==> src/rtl/fifo_stream_reader_pkg.sv <==
// Shared constants for the fifo_stream_reader slice: data width and controller state encoding.
package fifo_stream_reader_pkg;

  localparam int DEFAULT_DATA_W = 16;

  localparam logic [1:0] IDLE_ENC  = 2'd0;
  localparam logic [1:0] RUN_ENC   = 2'd1;
  localparam logic [1:0] FLUSH_ENC = 2'd2;

  typedef enum logic [1:0] {
    ST_IDLE  = IDLE_ENC,
    ST_RUN   = RUN_ENC,
    ST_FLUSH = FLUSH_ENC
  } state_t;

endpackage

==> src/rtl/fifo_stream_reader_skid_buf.sv <==
// Circular output buffer: push at tail, pop at head, clear empties it in one edge.
module stream_skid_buf #(
  parameter int DATA_W = 16,
  parameter int DEPTH  = 3
) (
  input  logic                       clk,
  input  logic                       rst,
  input  logic                       clr,
  input  logic                       push,
  input  logic [DATA_W-1:0]          push_data,
  input  logic                       pop,
  output logic [DATA_W-1:0]          head,
  output logic [$clog2(DEPTH+1)-1:0] occ
);

  localparam int PTR_W = (DEPTH > 1) ? $clog2(DEPTH) : 1;
  localparam int OCC_W = $clog2(DEPTH + 1);

  logic [DATA_W-1:0] mem [DEPTH];
  logic [PTR_W-1:0]  wr_ptr;
  logic [PTR_W-1:0]  rd_ptr;
  logic              do_push;
  logic              do_pop;

  assign do_push = push && (occ != OCC_W'(DEPTH));
  assign do_pop  = pop && (occ != '0);

  // Head reads zero while empty so stale words never appear on the output.
  assign head = (occ != '0) ? mem[rd_ptr] : '0;

  always_ff @(posedge clk) begin
    if (rst || clr) begin
      wr_ptr <= '0;
      rd_ptr <= '0;
      occ    <= '0;
    end else begin
      if (do_push) begin
        mem[wr_ptr] <= push_data;
        wr_ptr      <= (wr_ptr == PTR_W'(DEPTH - 1)) ? '0 : wr_ptr + 1'b1;
      end
      if (do_pop) begin
        rd_ptr <= (rd_ptr == PTR_W'(DEPTH - 1)) ? '0 : rd_ptr + 1'b1;
      end
      case ({do_push, do_pop})
        2'b10:   occ <= occ + 1'b1;
        2'b01:   occ <= occ - 1'b1;
        default: occ <= occ;
      endcase
    end
  end

endmodule

==> src/rtl/fifo_stream_reader.sv <==
// Read-side controller for fifo_sync: issues safe pops, absorbs read latency and
// re-presents words as a valid/ready stream with enable gating and flush.
module fifo_stream_reader
  import fifo_stream_reader_pkg::*;
#(
  parameter int DATA_W    = DEFAULT_DATA_W,
  parameter int RD_LAT    = 1,
  parameter int BUF_DEPTH = 3,
  parameter int CNT_W     = 16
) (
  input  logic              clk,
  input  logic              rst,
  input  logic              en,
  input  logic              flush,
  input  logic              fifo_empty,
  input  logic [DATA_W-1:0] fifo_data,
  output logic              fifo_read,
  output logic              m_valid,
  output logic [DATA_W-1:0] m_data,
  input  logic              m_ready,
  output logic              busy,
  output logic [CNT_W-1:0]  word_count,
  output state_t            state_dbg
);

  // Stream handshake: a word transfers on any edge where m_valid & m_ready;
  // m_valid never depends on m_ready and m_data is held while m_valid & ~m_ready.

  localparam int OCC_W = $clog2(BUF_DEPTH + 1);
  localparam int SUM_W = $clog2(BUF_DEPTH + RD_LAT + 1) + 1;

  state_t             state;
  state_t             state_next;
  logic [RD_LAT-1:0]  inflight_sr;
  logic [SUM_W-1:0]   inflight_cnt;
  logic [SUM_W-1:0]   pending;
  logic [OCC_W-1:0]   occ;
  logic               flush_start;
  logic               buf_push;
  logic               buf_pop;

  assign state_dbg = state;

  always_comb begin
    inflight_cnt = '0;
    for (int i = 0; i < RD_LAT; i++) begin
      inflight_cnt = inflight_cnt + SUM_W'(inflight_sr[i]);
    end
  end

  // Registered occupancy plus outstanding reads bounds issue, keeping m_ready off this path.
  assign pending = SUM_W'(occ) + inflight_cnt;

  always_comb begin
    state_next = state;
    fifo_read  = 1'b0;
    case (state)
      ST_IDLE: begin
        if (flush)   state_next = ST_FLUSH;
        else if (en) state_next = ST_RUN;
      end
      ST_RUN: begin
        fifo_read = en && !flush && !fifo_empty && (pending < SUM_W'(BUF_DEPTH));
        if (flush) begin
          state_next = ST_FLUSH;
        end else if (!en && (occ == '0) && (inflight_cnt == '0)) begin
          state_next = ST_IDLE;
        end
      end
      ST_FLUSH: begin
        fifo_read = !fifo_empty;
        if (fifo_empty && (inflight_cnt == '0)) begin
          state_next = en ? ST_RUN : ST_IDLE;
        end
      end
      default: state_next = ST_IDLE;
    endcase
  end

  always_ff @(posedge clk) begin
    if (rst) state <= ST_IDLE;
    else     state <= state_next;
  end

  // Bit k set means a read issued k+1 cycles ago; the top tap marks fifo_data valid.
  always_ff @(posedge clk) begin
    if (rst) begin
      inflight_sr <= '0;
    end else begin
      inflight_sr[0] <= fifo_read;
      for (int i = 1; i < RD_LAT; i++) begin
        inflight_sr[i] <= inflight_sr[i-1];
      end
    end
  end

  assign flush_start = flush && (state != ST_FLUSH);
  assign buf_push    = inflight_sr[RD_LAT-1] && (state == ST_RUN) && !flush;
  assign buf_pop     = m_valid && m_ready;

  stream_skid_buf #(
    .DATA_W (DATA_W),
    .DEPTH  (BUF_DEPTH)
  ) u_skid_buf (
    .clk       (clk),
    .rst       (rst),
    .clr       (flush_start),
    .push      (buf_push),
    .push_data (fifo_data),
    .pop       (buf_pop),
    .head      (m_data),
    .occ       (occ)
  );

  assign m_valid = (occ != '0);
  assign busy    = (state == ST_FLUSH) ||
                   ((state == ST_RUN) && ((occ != '0) || (inflight_cnt != '0)));

  always_ff @(posedge clk) begin
    if (rst)          word_count <= '0;
    else if (buf_pop) word_count <= word_count + CNT_W'(1);
  end

endmodule

==> config.mk <==
export PLATFORM = sky130hd
export DESIGN_NAME = fifo_stream_reader
export DESIGN_NICKNAME = d
export VERILOG_FILES = /design/src/rtl/fifo_stream_reader_pkg.sv /design/src/rtl/fifo_stream_reader_skid_buf.sv /design/src/rtl/fifo_stream_reader.sv
export SDC_FILE = /design/constraint.sdc
export NUM_CORES = 1
export LEC_CHECK = 0
export CAP_MARGIN = 20
export CORE_ASPECT_RATIO = 1.25
export CORE_MARGIN = 3
export CORE_UTILIZATION = 30
export DETAILED_ROUTE_END_ITERATION = 8
export HOLD_SLACK_MARGIN = 0.08
export PLACE_DENSITY = 0.56
export REMOVE_ABC_BUFFERS = 1
export SLEW_MARGIN = 40
export SYNTH_ARGS = -nofsm -noshare
export SYNTH_HDL_FRONTEND = slang
export SYNTH_HIERARCHICAL = 1
export SYNTH_SLANG_ARGS = --single-unit
==> constraint.sdc <==
create_clock -name clk -period 4.21 [get_ports clk]
set_clock_uncertainty 0.2 [all_clocks]
set_input_delay 0.842 -clock clk [delete_from_list [all_inputs] [get_ports clk]]
set_output_delay 0.842 -clock clk [all_outputs]
set_load 0.005 [all_outputs]
==> results by group, run 1 <==
Placed design
  – Area after DPL: 0.00401 mm2
  – Final HPWL from detailed placement: 4290 um
  – Global placement routability congestion: 0.766
  – Number of instances in the placed design: 441
  – IO Port Bufs: 58

Worst hold path
  – Cell count of the worst hold path: 2
  – Worst min path class: register to register
  – Startpoint of the worst hold path: u_skid_buf/rd_ptr[0]

Power and ir drop
  – Peak VDD IR: 0.183 mV
  – Power density over cell area: 389 mW/mm2
  – Overall power consumption: 1.68 mW
  – Static Leak: 1.44 nW

Drt
  – Avg Vias per Cell: 4.68
  – Final routed DRC violation total: 0
  – Length of the first detailed-routing pass in iterations: 4
  – Initial detailed-routing violation count: 43
  – Total wire length: 6460 um
  – Routed wirelength normalized by instance count: 14.1 um
  – Total number of vias: 2,138
  – Count of antenna-violating nets left after detailed routing: 0

Clock network
  – Clock-pin transition on the worst setup and hold timing paths: 60 ps
  – Hold_buf cts: 0
  – Total setup buffers inserted after CTS: 0
  – Clock tree from TritonCTS: built
  – Clock Tree Buf Depth: 2
  – Clk_lat worst skew: 330 ps
  – Cell at the root of the clock tree: sky130_fd_sc_hd__clkbuf_16
  – Count of H-tree levels built during CTS: 3
  – Number of sinks handled by clock tree synthesis: 75
  – CTS-repair resized insts: 0
  – CTS buffer count: 9

Finish
  – Fin util: 0.418
  – Most frequent standard cell in the layout excluding fill and tap cells: sky130_fd_sc_hd__clkdlybuf4s50_1
  – Finished Layout Cells: 457
  – Count of inserted antenna diode cells: 0
  – Final Cell Area: 0.00433 mm2
  – Layout cell share with drive strength beyond 1: 0.155
  – Area growth from synthesis to layout: 32.8%
  – Number of nets in the layout: 353
  – Commonest cells after routing, fill and taps aside: sky130_fd_sc_hd__clkdlybuf4s50_1 (58), sky130_fd_sc_hd__edfxtp_1 (48), sky130_fd_sc_hd__nor2_1 (36)

Setup path
  – Element type at the critical path end: output pin
  – Reg-to-reg critical path startpoint: u_skid_buf/occ[0]
  – Critical path destination: fifo_read
  – Sort of element at the start of the critical path: input pin
  – Register-to-register path setup slack: 1740 ps
  – Max FO, Critical Path: 5
  – Data required time of the critical path: 3170 ps
  – Slowest cell delay on critical path: 540 ps
  – Most frequent CP cell: sky130_fd_sc_hd__clkdlybuf4s50_1
  – Critical Path Slowest Stage Cell: sky130_fd_sc_hd__clkdlybuf4s50_1
  – Reg-to-reg endpoint: u_skid_buf/occ[1]
  – Class of the most critical setup path: input pin to output pin
  – Worst Reg-to-Reg Cells: 7
  – Signal arrival time at the worst endpoint: 2510 ps
  – Crit path launch: flush
  – Chain of cells forming the critical path: clkdlybuf4s50_1, nor2b_1, a41oi_1, nor3b_1, clkdlybuf4s50_1

Floorplanning
  – Initial core utilization: 0.315
  – Placement Rows: 41
  – Overall die width: 99.3 um
  – Height of the die: 123 um
  – Overall die area: 0.0122 mm2
  – Total core area: 0.0104 mm2
  – Count of boundary I/O pins: 59

Yosys
  – Synth warnings: 6
  – Post-synth design cell area: 0.00326 mm2
  – Instance count of the mapped netlist: 257
  – Top_reg_cell synth: sky130_fd_sc_hd__edfxtp_1
  – Proportion of register bits with asynchronous set or reset after synthesis: 0
  – Total of flip-flops plus latches after synthesis: 75
  – Number of library cell types mapped by synthesis: 39
  – Number of enable-type register cells in the synthesized netlist: 48
  – Share of synthesized area occupied by flip-flops and latches: 0.608
  – Post-synthesis average cell area: 12.7 um2

GRT
  – First-pass GRT wire length: 10,900 um
  – GRT Overall Usage: 0.116
  – Via count of the first global-routing pass: 2,268
  – Largest net degree at the start of global routing: 21
  – Leftover overflow at the end of global routing: 0
  – Number of antenna violations at the first check in global routing: 0

STA
  – Final period util: 0.843
  – Transition at the pin with the smallest max-transition slack: 512 ps
  – Final Max Slew Viols: 0
  – Maximum operating frequency: 0.282 GHz
  – RSZ-0062 raised after global routing: no
  – Sum Neg Setup Slack: 0 ps
  – Setup Viol. Count Final: 0
  – Worst-case headroom to the max-slew limit: 0.657
  – Hold Fails Final Rpt: 0
  – Final Critical Period: 3550 ps

Job
  – Maxcap violations: 0

Status
  – Result of the run: completed
[cell type report]
cell class | count | area [um2]
Fill cell | 981 | 6030
Sequential cell | 75 | 1980
Multi-Input combinational cell | 166 | 1210
Timing Repair Buffer | 64 | 626
Clock buffer | 9 | 225
Tap cell | 129 | 161
Clock inverter | 7 | 98.8
Inverter | 7 | 26.3
[where the power goes]
group	switching (mW)	internal [mW]	total (mW)
registers	0.00408	0.784	0.788
logic	0.0329	0.0435	0.0764
clock network	0.297	0.523	0.820
[stage by stage]
stage | hold WS (ps) | setup WS [ps]
finish | 298 | 660
global route | 327 | 489
CTS | 302 | 623
detailed placement | 286 | 646
global placement | 276 | 671
floorplan | 254 | 520
[state kept, by name, indices dropped and copies added (netlist names), named ones only]
| name | count |
|---|---|
| word_count | 16 |
| state_dbg | 2 |
| inflight_sr | 1 |
| u_skid_buf/rd_ptr | 2 |
| u_skid_buf/wr_ptr | 2 |
| u_skid_buf/occ | 2 |
| u_skid_buf/mem | 48 |
[worst min path at each step]
stage / end
floorplan: register
global placement: u_skid_buf/rd_ptr[0]
detailed placement: u_skid_buf/rd_ptr[0]
CTS: register
global route: register
finish: register
[cell usage after synthesis (all sizes together) (4+ instances only)]
| cell type | number | area [um2] |
|---|---|---|
| edfxtp | 48 | 1440 |
| nand3 | 4 | 20.0 |
| nor2b | 7 | 43.8 |
| xnor2 | 9 | 78.8 |
| dfxtp | 27 | 541 |
| ha | 8 | 100 |
| inv | 7 | 26.3 |
| buf | 6 | 41.3 |
| nor4 | 7 | 58.8 |
| xor2 | 4 | 35.0 |
| nor3 | 4 | 20.0 |
| a21oi | 5 | 25.0 |
| nor2 | 36 | 135 |
| o21ai | 5 | 25.0 |
| mux2 | 19 | 214 |
| mux2i | 18 | 180 |
| nand2 | 13 | 48.8 |
[kinds of logic after synthesis]
family                     share of synthesized area
adders and majority gates                     0.0307
AOI/OAI and AO/OA                             0.0391
buffers and inverters                         0.0242
muxes                                          0.121
xor gates and xnor gates                      0.0349
DFF                                            0.608
and+or+nand+nor                                0.143
[per-layer routing]
| metal | wire length (um) | global-route usage | vias to the layer above |
|---|---|---|---|
| met5 | 0 | 0 | - |
| met4 | 110 | 0.0487 | 0 |
| met3 | 400 | 0.0324 | 10 |
| met2 | 3170 | 0.193 | 67 |
| met1 | 2780 | 0.140 | 994 |
| li1 | - | - | 1067 |
[critical path, delay by kind of cell]
| kind | cells | cell delay (ps) |
|---|---|---|
| buffers and inverters | 2 | 1010 |
| AO/OA/AOI/OAI | 1 | 150 |
| AND/OR/NAND/NOR | 2 | 500 |
Note: power is estimated with default switching activity, not from simulation.
==> run 2: changes to the inputs <==
clock period = 3.44 ns   (was 4.21 ns; I/O delays follow)
==> results by group, run 2 (synthesized netlist as in run 1, its figures left out) <==
Setup path
  – Data required time of the critical path: 2550 ps (was 3170 ps)
  – Sort of element at the start of the critical path: input pin (unchanged)
  – Class of the most critical setup path: input pin to output pin (unchanged)
  – Worst Reg-to-Reg Cells: 8 (was 7)
  – Max FO, Critical Path: 5 (unchanged)
  – Reg-to-reg endpoint: u_skid_buf/occ[1] (unchanged)
  – Reg-to-reg critical path startpoint: state_dbg[1] (was u_skid_buf/occ[0])
  – Register-to-register path setup slack: 1100 ps (was 1740 ps)
  – Signal arrival time at the worst endpoint: 2270 ps (was 2510 ps)
  – Element type at the critical path end: output pin (unchanged)

Drt
  – Routed wirelength normalized by instance count: 14.2 um (was 14.1 um)
  – Length of the first detailed-routing pass in iterations: 4 (unchanged)
  – Avg Vias per Cell: 4.66 (was 4.68)
  – Total number of vias: 2,143 (was 2,138)
  – Count of antenna-violating nets left after detailed routing: 0 (unchanged)
  – Final routed DRC violation total: 0 (unchanged)
  – Initial detailed-routing violation count: 63 (was 43)
  – Total wire length: 6510 um (was 6460 um)

Power and ir drop
  – Power density over cell area: 460 mW/mm2 (was 389 mW/mm2)
  – Static Leak: 1.44 nW (about the same)
  – Switching part of the total power: 0.205 (was 0.198)
  – Peak VDD IR: 0.233 mV (was 0.183 mV)
  – Cell-internal power: 1.58 mW (was 1.35 mW)
  – Share of power burned in registers: 0.484 (was 0.468)
  – Clock network fraction of design power: 0.468 (was 0.487)
  – Combinational share of power: 0.048 (was 0.045)
  – Total net switching power: 409 uW (was 334 uW)

STA
  – Maximum operating frequency: 0.316 GHz
  – Setup Viol. Count Final: 0 (unchanged)
  – Worst-case headroom to the max-slew limit: 0.688 (was 0.657)
  – Final period util: 0.919
  – Hold Fails Final Rpt: 0 (unchanged)
  – Final Critical Period: 3160 ps
  – Sum Neg Setup Slack: 0 ps (unchanged)
  – Final Max Slew Viols: 0 (unchanged)
  – RSZ-0062 raised after global routing: no (unchanged)
  – Hold_ws: 302 ps (was 298 ps)
  – Transition at the pin with the smallest max-transition slack: 468 ps (was 512 ps)

GRT
  – Via count of the first global-routing pass: 2,209 (was 2,268)
  – Leftover overflow at the end of global routing: 0 (unchanged)
  – Number of antenna violations at the first check in global routing: 0 (unchanged)
  – Largest net degree at the start of global routing: 24 (was 21)
  – First-pass GRT wire length: 11,000 um (was 10,900 um)
  – GRT Overall Usage: 0.117 (was 0.116)

Finish
  – Area growth from synthesis to layout: 32.9% (was 32.8%)
  – Number of nets in the layout: 356 (was 353)
  – Fin util: 0.418 (about the same)
  – Final Cell Area: 0.00433 mm2 (about the same)
  – Filler cells: 964 (was 981)
  – Flip-flop count of the largest register, all copies and words added: 48 (unchanged)
  – Register bank with the most flops: u_skid_buf/mem (unchanged)
  – Most frequent standard cell in the layout excluding fill and tap cells: sky130_fd_sc_hd__clkdlybuf4s50_1 (unchanged)
  – Largest registers: u_skid_buf/mem (48), word_count (16) (unchanged)
  – Layout cell share with drive strength beyond 1: 0.163 (was 0.155)
  – Commonest cells after routing, fill and taps aside: sky130_fd_sc_hd__clkdlybuf4s50_1 (58), sky130_fd_sc_hd__edfxtp_1 (48), sky130_fd_sc_hd__nor2_1 (36) (unchanged)
  – Count of inserted antenna diode cells: 0 (unchanged)

Worst hold path
  – Worst min path class: register to register (unchanged)
  – Startpoint of the worst hold path: u_skid_buf/rd_ptr[0] (unchanged)
  – Cell count of the worst hold path: 2 (unchanged)

Clock network
  – Cell at the root of the clock tree: sky130_fd_sc_hd__clkbuf_16 (unchanged)
  – Clock tree from TritonCTS: built (unchanged)
  – CTS buffer count: 9 (unchanged)
  – Clk_lat worst skew: 320 ps (was 330 ps)
  – Clock-pin transition on the worst setup and hold timing paths: 60 ps (about the same)
  – Clock Tree Buf Depth: 2 (unchanged)
  – Number of sinks handled by clock tree synthesis: 75 (unchanged)
  – Total setup buffers inserted after CTS: 0 (unchanged)
  – Count of H-tree levels built during CTS: 3 (unchanged)

Placed design
  – IO Port Bufs: 58 (unchanged)
  – Area after DPL: 0.00403 mm2 (was 0.00401 mm2)
  – Final HPWL from detailed placement: 4320 um (was 4290 um)
  – Global placement routability congestion: 0.761 (was 0.766)

Floorplanning
  – Overall die area: 0.0122 mm2 (unchanged)
  – Placement Rows: 41 (unchanged)
  – Total core area: 0.0104 mm2 (unchanged)
  – Height of the die: 123 um (unchanged)
  – Count of boundary I/O pins: 59 (unchanged)
  – Initial core utilization: 0.315 (unchanged)
  – Overall die width: 99.3 um (unchanged)

Status
  – Result of the run: completed (unchanged)

Job
  – Maxcap violations: 0 (unchanged)
[run 2: cell types whose count changed in the layout (fill, tap and decap cells not counted)]
| cell | change |
|---|---|
| sky130_fd_sc_hd__clkinv_1 | -1 |
| sky130_fd_sc_hd__buf_4 | +3 |
| sky130_fd_sc_hd__nor2b_2 | +1 |
| sky130_fd_sc_hd__bufinv_16 | -1 |
| sky130_fd_sc_hd__dfxtp_1 | +1 |
| sky130_fd_sc_hd__clkbuf_1 | +1 |
| sky130_fd_sc_hd__clkinvlp_4 | +1 |
| sky130_fd_sc_hd__dfxtp_2 | -1 |
| sky130_fd_sc_hd__nor2b_1 | -1 |
[run 2: cell type report]
cell class | instances | area (um2) | area share
clock buffer | 10 | 229 | 0.0528
multi-input combinational | 166 | 1210 | 0.280
tap | 129 | 161 | 0.0372
timing repair buffer | 67 | 648 | 0.150
clock inverter | 6 | 72.6 | 0.0167
inverter | 7 | 26.3 | 0.00606
sequential | 75 | 1980 | 0.457
[run 2: routing by layer]
metal  share of wire  wire length, um  vias to the layer above  global-route usage
met5               0                0                        -                   0
met4           0.024              153                        0              0.0564
met3           0.049              317                       15              0.0250
met2            0.47             3080                       61               0.186
met1            0.45             2960                      994               0.151
li1                -                -                     1073                   -
[run 2: worst max path at each step]
stage	startpoint	end	slack [ps]	cells after the start
6_report	flush	fifo_read	280	5
3_5_place_dp	flush	fifo_read	220	5
5_1_grt	flush	fifo_read	70	5
2_1_floorplan	flush	u_skid_buf/mem[2][0]	-100	4
4_1_cts	flush	fifo_read	200	5
3_3_place_gp	flush	fifo_read	210	5
[run 2: repair_timing]
item                                    4_1_cts  5_1_grt
gates resized for setup                       0        1
hold buffers                                  0        0
hold endpoints to repair                      0        0
endpoints found under the setup margin        0        1
[run 2: worst max-delay path: stages]
cell and delay [ps]:
sky130_fd_sc_hd__clkdlybuf4s50_1 480, sky130_fd_sc_hd__nor2b_2 190, sky130_fd_sc_hd__a41oi_1 130, sky130_fd_sc_hd__nor3b_1 240, sky130_fd_sc_hd__clkdlybuf4s50_1 540
[run 2: power by group through the flow]
stage | logic, mW | registers, mW | clock network, mW
2_1_floorplan | 0.0389 | 0.984 | 0
3_3_place_gp | 0.0958 | 0.984 | 0
3_5_place_dp | 0.0961 | 0.984 | 0
4_1_cts | 0.0969 | 0.964 | 0.965
5_1_grt | 0.108 | 0.965 | 1.01
6_report | 0.0952 | 0.965 | 0.932
[run 2: through the flow]
stage          setup WS, ps  total power [mW]  std cells
2_1_floorplan         -96.5              1.02        248
3_3_place_gp            207              1.08        444
3_5_place_dp            224              1.08        444
4_1_cts                 200              2.03        460
5_1_grt                74.2              2.09        460
6_report                280              1.99        460
==> edit 1: new RTL, settings of run 2 <==
The parameter `RD_LAT` goes from 1 to 2.
--- a/src/rtl/fifo_stream_reader.sv
+++ b/src/rtl/fifo_stream_reader.sv
@@ -4,7 +4,7 @@
   import fifo_stream_reader_pkg::*;
 #(
   parameter int DATA_W    = DEFAULT_DATA_W,
-  parameter int RD_LAT    = 1,
+  parameter int RD_LAT    = 2,
   parameter int BUF_DEPTH = 3,
   parameter int CNT_W     = 16
 ) (
Check against the original RTL: not equivalent (a bounded check fails within 4 cycles, from zero or initial values and one cycle with rst high).
==> edit 1 against run 2 <==
Die area increased by 1.1%; clock power decreased by 11%; global-route usage increased by 0.10 points; utilization decreased by 1.1 points; non-clock buffer count unchanged; count of clock-buffer cells in the layout decreased by 1; area after synthesis increased by 1.1%; routed wire length increased by 1.5%; synthesized cell count increased by 1.6%; final area increased by 0.17%; power decreased by 4.6%; cell count increased by 1.3%; setup slack got worse by 0.066 ns; sequential cell count increased by 1; critical path type is now reg2out.
==> edit 1: results (changes against run 2) <==
cts_root_buffer: "clkbuf_16"
seq_cell_power_mw: 0.977  # +1%
ys_types: 41  # +5.1%
min_from: "inflight_sr[0]"
worst_pin_slew_ns: 0.482  # +0.0142 ns
final_nets: 362  # +1.7%
cp-startpoint: "inflight_sr[0]"
insertion_delay_ns: 0.32  # about the same
largestRegisters: "u_skid_buf/mem x48, word_count x16"
wl_mm: 6.60  # +1.5%
cp_data_arrival_time_ns: 2.34  # +0.07 ns
gp_congestion: 0.776  # +1.9%
worst_r2r_path_depth: 8  # unchanged
drt_iter0_drc: 58  # -7.9%
yosysSeqAreaShare_pct: 60.7  # -0.061 points
synthTopCellsByCount: "edfxtp_1, nor2_1, dfxtp_1, mux2i_1, mux2_2"
first_global_vias: 2253  # +2.0%
ys_async_sr_fraction_pct: 0  # unchanged
status: "finished clean"
synth_area_leaders: "edfxtp_1, dfxtp_1, mux2i_1"
hpwl_mm: 4.42  # +2.3%
worstReg2RegStart: "state_dbg[1]"
crit_slowest_cell: "fa_1"
power_switching_mw: 0.395  # -3.4%
synth_edf_count: 48  # unchanged
antennaDiodeCount: 0  # unchanged
pre_cts_ws_ns: 0.195  # -0.0293 ns
hold_class: "reg2reg"
cellLeakagePower_nw: 1.45  # +0.36%
portBuffers: 58  # unchanged
drive_gt1_share_pct: 15.9  # -0.45 points
crit_path_max_incr_delay_ns: 0.44  # -0.10 ns
htreeDepth: 3  # unchanged
yosys_warnings: 6  # unchanged
synth-xor-area-share_pct: 3.45  # -0.038 points
p_comb_mw: 0.0914  # -4.0%
synth_compound_area_share_pct: 4.82  # +0.91 points
clockBufferDepth: 2  # unchanged
vias_per_cell: 4.58  # -1.6%
synth.area.mux_share_pct: 10.9  # -1.2 points
synthAdderAreaFrac_pct: 4.02  # +0.95 points
hold_depth: 2  # unchanged
clk_pin_slew_worst_paths_ns: 0.06  # about the same
grt_max_degree: 18  # -25%
cts_buffers: 9  # unchanged
antenna_found_initial: 0  # unchanged
grt_usage_pct: 11.8  # +0.10 points
dr.pass1.iters: 4  # unchanged
critPathMaxFanout: 2  # -3
placed_cell_area_um2: 4070  # +0.99%
postCtsSetupRepairBufs: 0  # unchanged
grt_pass1_wl_mm: 11.2  # +1.6%
ir_drop_mv: 0.237  # +1.3%
==> edit 1: stage by stage <==
step	power (mW)	hold WS (ns)	std cells
after floorplan	1.03	0.237	252
after global placement	1.09	0.256	451
after detailed placement	1.09	0.270	451
after CTS	1.93	0.274	466
after global routing	1.98	0.305	466
final	1.90	0.267	466
==> edit 1: path summary, 6_finish.rpt <==
kind | end | slack (ns)
worst min-delay path | inflight_sr[1] | 0.27
worst max register to register | u_skid_buf/occ[1] | 0.98
worst min register to register | inflight_sr[1] | 0.27
worst max-delay path | fifo_read | 0.21
==> edit 1: layout make-up <==
class | instances | area, um^2
Sequential cell | 76 | 2000
Multi-Input combinational cell | 165 | 1220
Fill cell | 1039 | 6330
Clock inverter | 6 | 42.5
Clock buffer | 9 | 225
Timing Repair Buffer | 67 | 647
Tap cell | 132 | 165
Inverter | 11 | 41.3
==> edit 1: repair_timing <==
action                                  in CTS  in global routing
endpoints found under the setup margin       1                  0
hold endpoints to repair                     0                  0
resized for setup                            2                  0
hold buffers                                 0                  0
==> edit 1: metal layers <==
metal / GRT usage [%] / vias up / part of all wire (%)
li1: - / 1076 / -
met2: 19.2 / 60 / 47
met4: 5.21 / 0 / 1.3
met1: 14.4 / 993 / 45
met5: 0 / - / 0
met3: 3.39 / 7 / 5.9
==> edit 1: logic make-up after synthesis <==
logic type,count (synthesis)
multiplexers,34
flip-flops,76
AO/OA/AOI/OAI,24
adder cells (fa/ha/maj),10
XOR/XNOR,13
AND/OR/NAND/NOR,84
buffers and inverters,20
==> edit 1: worst max-delay path: cells and delay by family, from the launching register on <==
family                   cells  cell delay (ns)
adder cells (fa/ha/maj)      3             0.92
buffers and inverters        2             0.32
AO/OA/AOI/OAI                1             0.14
AND/OR/NAND/NOR              2             0.32
flip-flops                   1             0.33
==> edit 2: new RTL, settings of run 2 <==
Made on the original files. Make the reset (`rst`) asynchronous in 3 clocked blocks.
--- a/src/rtl/fifo_stream_reader.sv
+++ b/src/rtl/fifo_stream_reader.sv
@@ -77,13 +77,13 @@
     endcase
   end
 
-  always_ff @(posedge clk) begin
+  always_ff @(posedge clk or posedge rst) begin
     if (rst) state <= ST_IDLE;
     else     state <= state_next;
   end
 
   // Bit k set means a read issued k+1 cycles ago; the top tap marks fifo_data valid.
-  always_ff @(posedge clk) begin
+  always_ff @(posedge clk or posedge rst) begin
     if (rst) begin
       inflight_sr <= '0;
     end else begin
@@ -116,7 +116,7 @@
   assign busy    = (state == ST_FLUSH) ||
                    ((state == ST_RUN) && ((occ != '0) || (inflight_cnt != '0)));
 
-  always_ff @(posedge clk) begin
+  always_ff @(posedge clk or posedge rst) begin
     if (rst)          word_count <= '0;
     else if (buf_pop) word_count <= word_count + CNT_W'(1);
   end
Check against the original RTL: differs if rst is asserted again (counterexample within 4 cycles, from zero or initial values and one cycle with rst high); with rst held inactive, the same outputs for 10 cycles.
==> edit 2 against run 2 <==
Setup slack improved by 0.065 ns; sequential cell count did not move; die area fell by 1.1%; routed wire length fell by 5.8%; via count fell by 8.3%; area after synthesis fell by 1.1%; final area fell by 0.84%; count of clock-buffer cells in the layout did not move; maximum frequency rose by 2.1%; critical endpoint unchanged; highest routed layer unchanged.
Power is not compared: it rests on default switching activity, and its combinational part moved more than twofold at a synthesized area within 25%.
==> edit 2: results (changes against run 2) <==
status: "finished clean"
first_global_vias: 2063  # -6.6%
crit_path_max_incr_delay_ns: 0.50  # -0.04 ns
largestRegisters: "u_skid_buf/mem x48, word_count x16"
ys_async_sr_fraction_pct: 25.3  # +25 points
hold_class: "reg2reg"
cp_data_arrival_time_ns: 2.21  # -0.06 ns
synthTopCellsByCount: "edfxtp_1, nor2_1, dfrtp_1, mux2i_1, mux2_2"
route.met2.wl_mm: 2.81  # -8.8%
drive_gt1_share_pct: 15.8  # -0.52 points
ir_drop_mv: 0.225
grt_usage_pct: 11.1  # -0.59 points
use_met2_pct: 16.8  # -1.8 points
clockBufferDepth: 2  # unchanged
multi_input_gates: 141  # -15%
hpwl_mm: 4.11  # -4.8%
worstReg2RegStart: "state_dbg[1]"
synth_area_leaders: "edfxtp_1, dfrtp_1, mux2_2"
drt_iter0_drc: 33  # -48%
cts_buffers: 9  # unchanged
wl_mm: 6.13  # -5.8%
design.seq.count: 75  # unchanged
fillers: 972  # +0.83%
signal_buffers: 64  # -4.5%
cellLeakagePower_nw: 1.59
reg2reg_slack_ns: 0.94  # -0.16 ns
hold_depth: 1  # -1
grtUsageMet3_pct: 2.69  # +0.19 points
final_nets: 329  # -7.6%
gp_congestion: 0.757  # -0.59%
grt_pass1_wl_mm: 10.3  # -6.8%
yosysSeqAreaShare_pct: 64.4  # +3.6 points
multi_input_area_share_pct: 25.2  # -2.8 points
largest-register: "u_skid_buf/mem"
clk_pin_slew_worst_paths_ns: 0.06  # about the same
placed_cell_area_um2: 3980  # -1.3%
vias_per_cell: 4.54  # -2.5%
met1_usage_pct: 14.5  # -0.58 points
grt_max_degree: 20  # -17%
seq_area_share_pct: 48.3  # +2.6 points
pre_cts_ws_ns: 0.342  # +0.117 ns
wl_met3_um: 338  # +6.6%
clk_share_pct: 7.42  # +0.47 points
critPathMaxFanout: 3  # -2
min_from: "word_count[15]"
buf_share_pct: 14.6  # -0.40 points
worst_pin_slew_ns: 0.709  # +0.241 ns
drt-met1-wl_mm: 2.85  # -3.6%
inverters: 8  # +1
## edit 2: changes by cell type after synthesis, moves of 3 or more
cell,change
dfrtp_1,+19
dfxtp_1,-19
nor2_1,-10
nor2b_1,-5
nor4_1,-5
nand3_1,+3
xnor2_1,+3
## edit 2: kinds of logic (layout without fill, tap and decap cells)
group / count (synthesis) / count (layout) / share of synthesized area (%)
compound gates: 16 / 16 / 3.37
simple gates: 64 / 64 / 10.4
buf+inv: 15 / 88 / 2.33
mux: 36 / 36 / 11.8
flops: 75 / 75 / 64.4
fa+ha+maj: 8 / 8 / 3.10
xor+xnor: 17 / 17 / 4.62
## edit 2: stage by stage
stage | power [mW] | std cells | utilization (%)
CTS | 2.24 | 433 | 41.7
global placement | 1.23 | 417 | 38.6
detailed placement | 1.23 | 417 | 38.6
floorplan | 1.12 | 224 | -
finish | 2.20 | 433 | 41.7
global route | 2.30 | 433 | 41.7
## edit 2: critical path, delay by kind of cell
| family | cells | cell delay (ns) |
|---|---|---|
| simple gates | 2 | 0.28 |
| compound gates | 2 | 0.29 |
| buf+inv | 2 | 0.94 |
## edit 2: power breakdown
part | switching [mW] | internal [mW]
clock | 0.356 | 0.636
combinational | 0.0889 | 0.117
sequential | 0.0221 | 0.979
total | 0.467 | 1.73
## edit 2: worst max path at each step
stage	from	end	slack, ns	cells past startpoint
final	flush	fifo_read	0.34	6
after global routing	flush	fifo_read	0.25	6
after CTS	flush	fifo_read	0.33	6
after detailed placement	flush	fifo_read	0.34	6
after global placement	flush	fifo_read	0.33	6
after floorplan	state_dbg[1]	u_skid_buf/mem[2][0]	-0.07	6
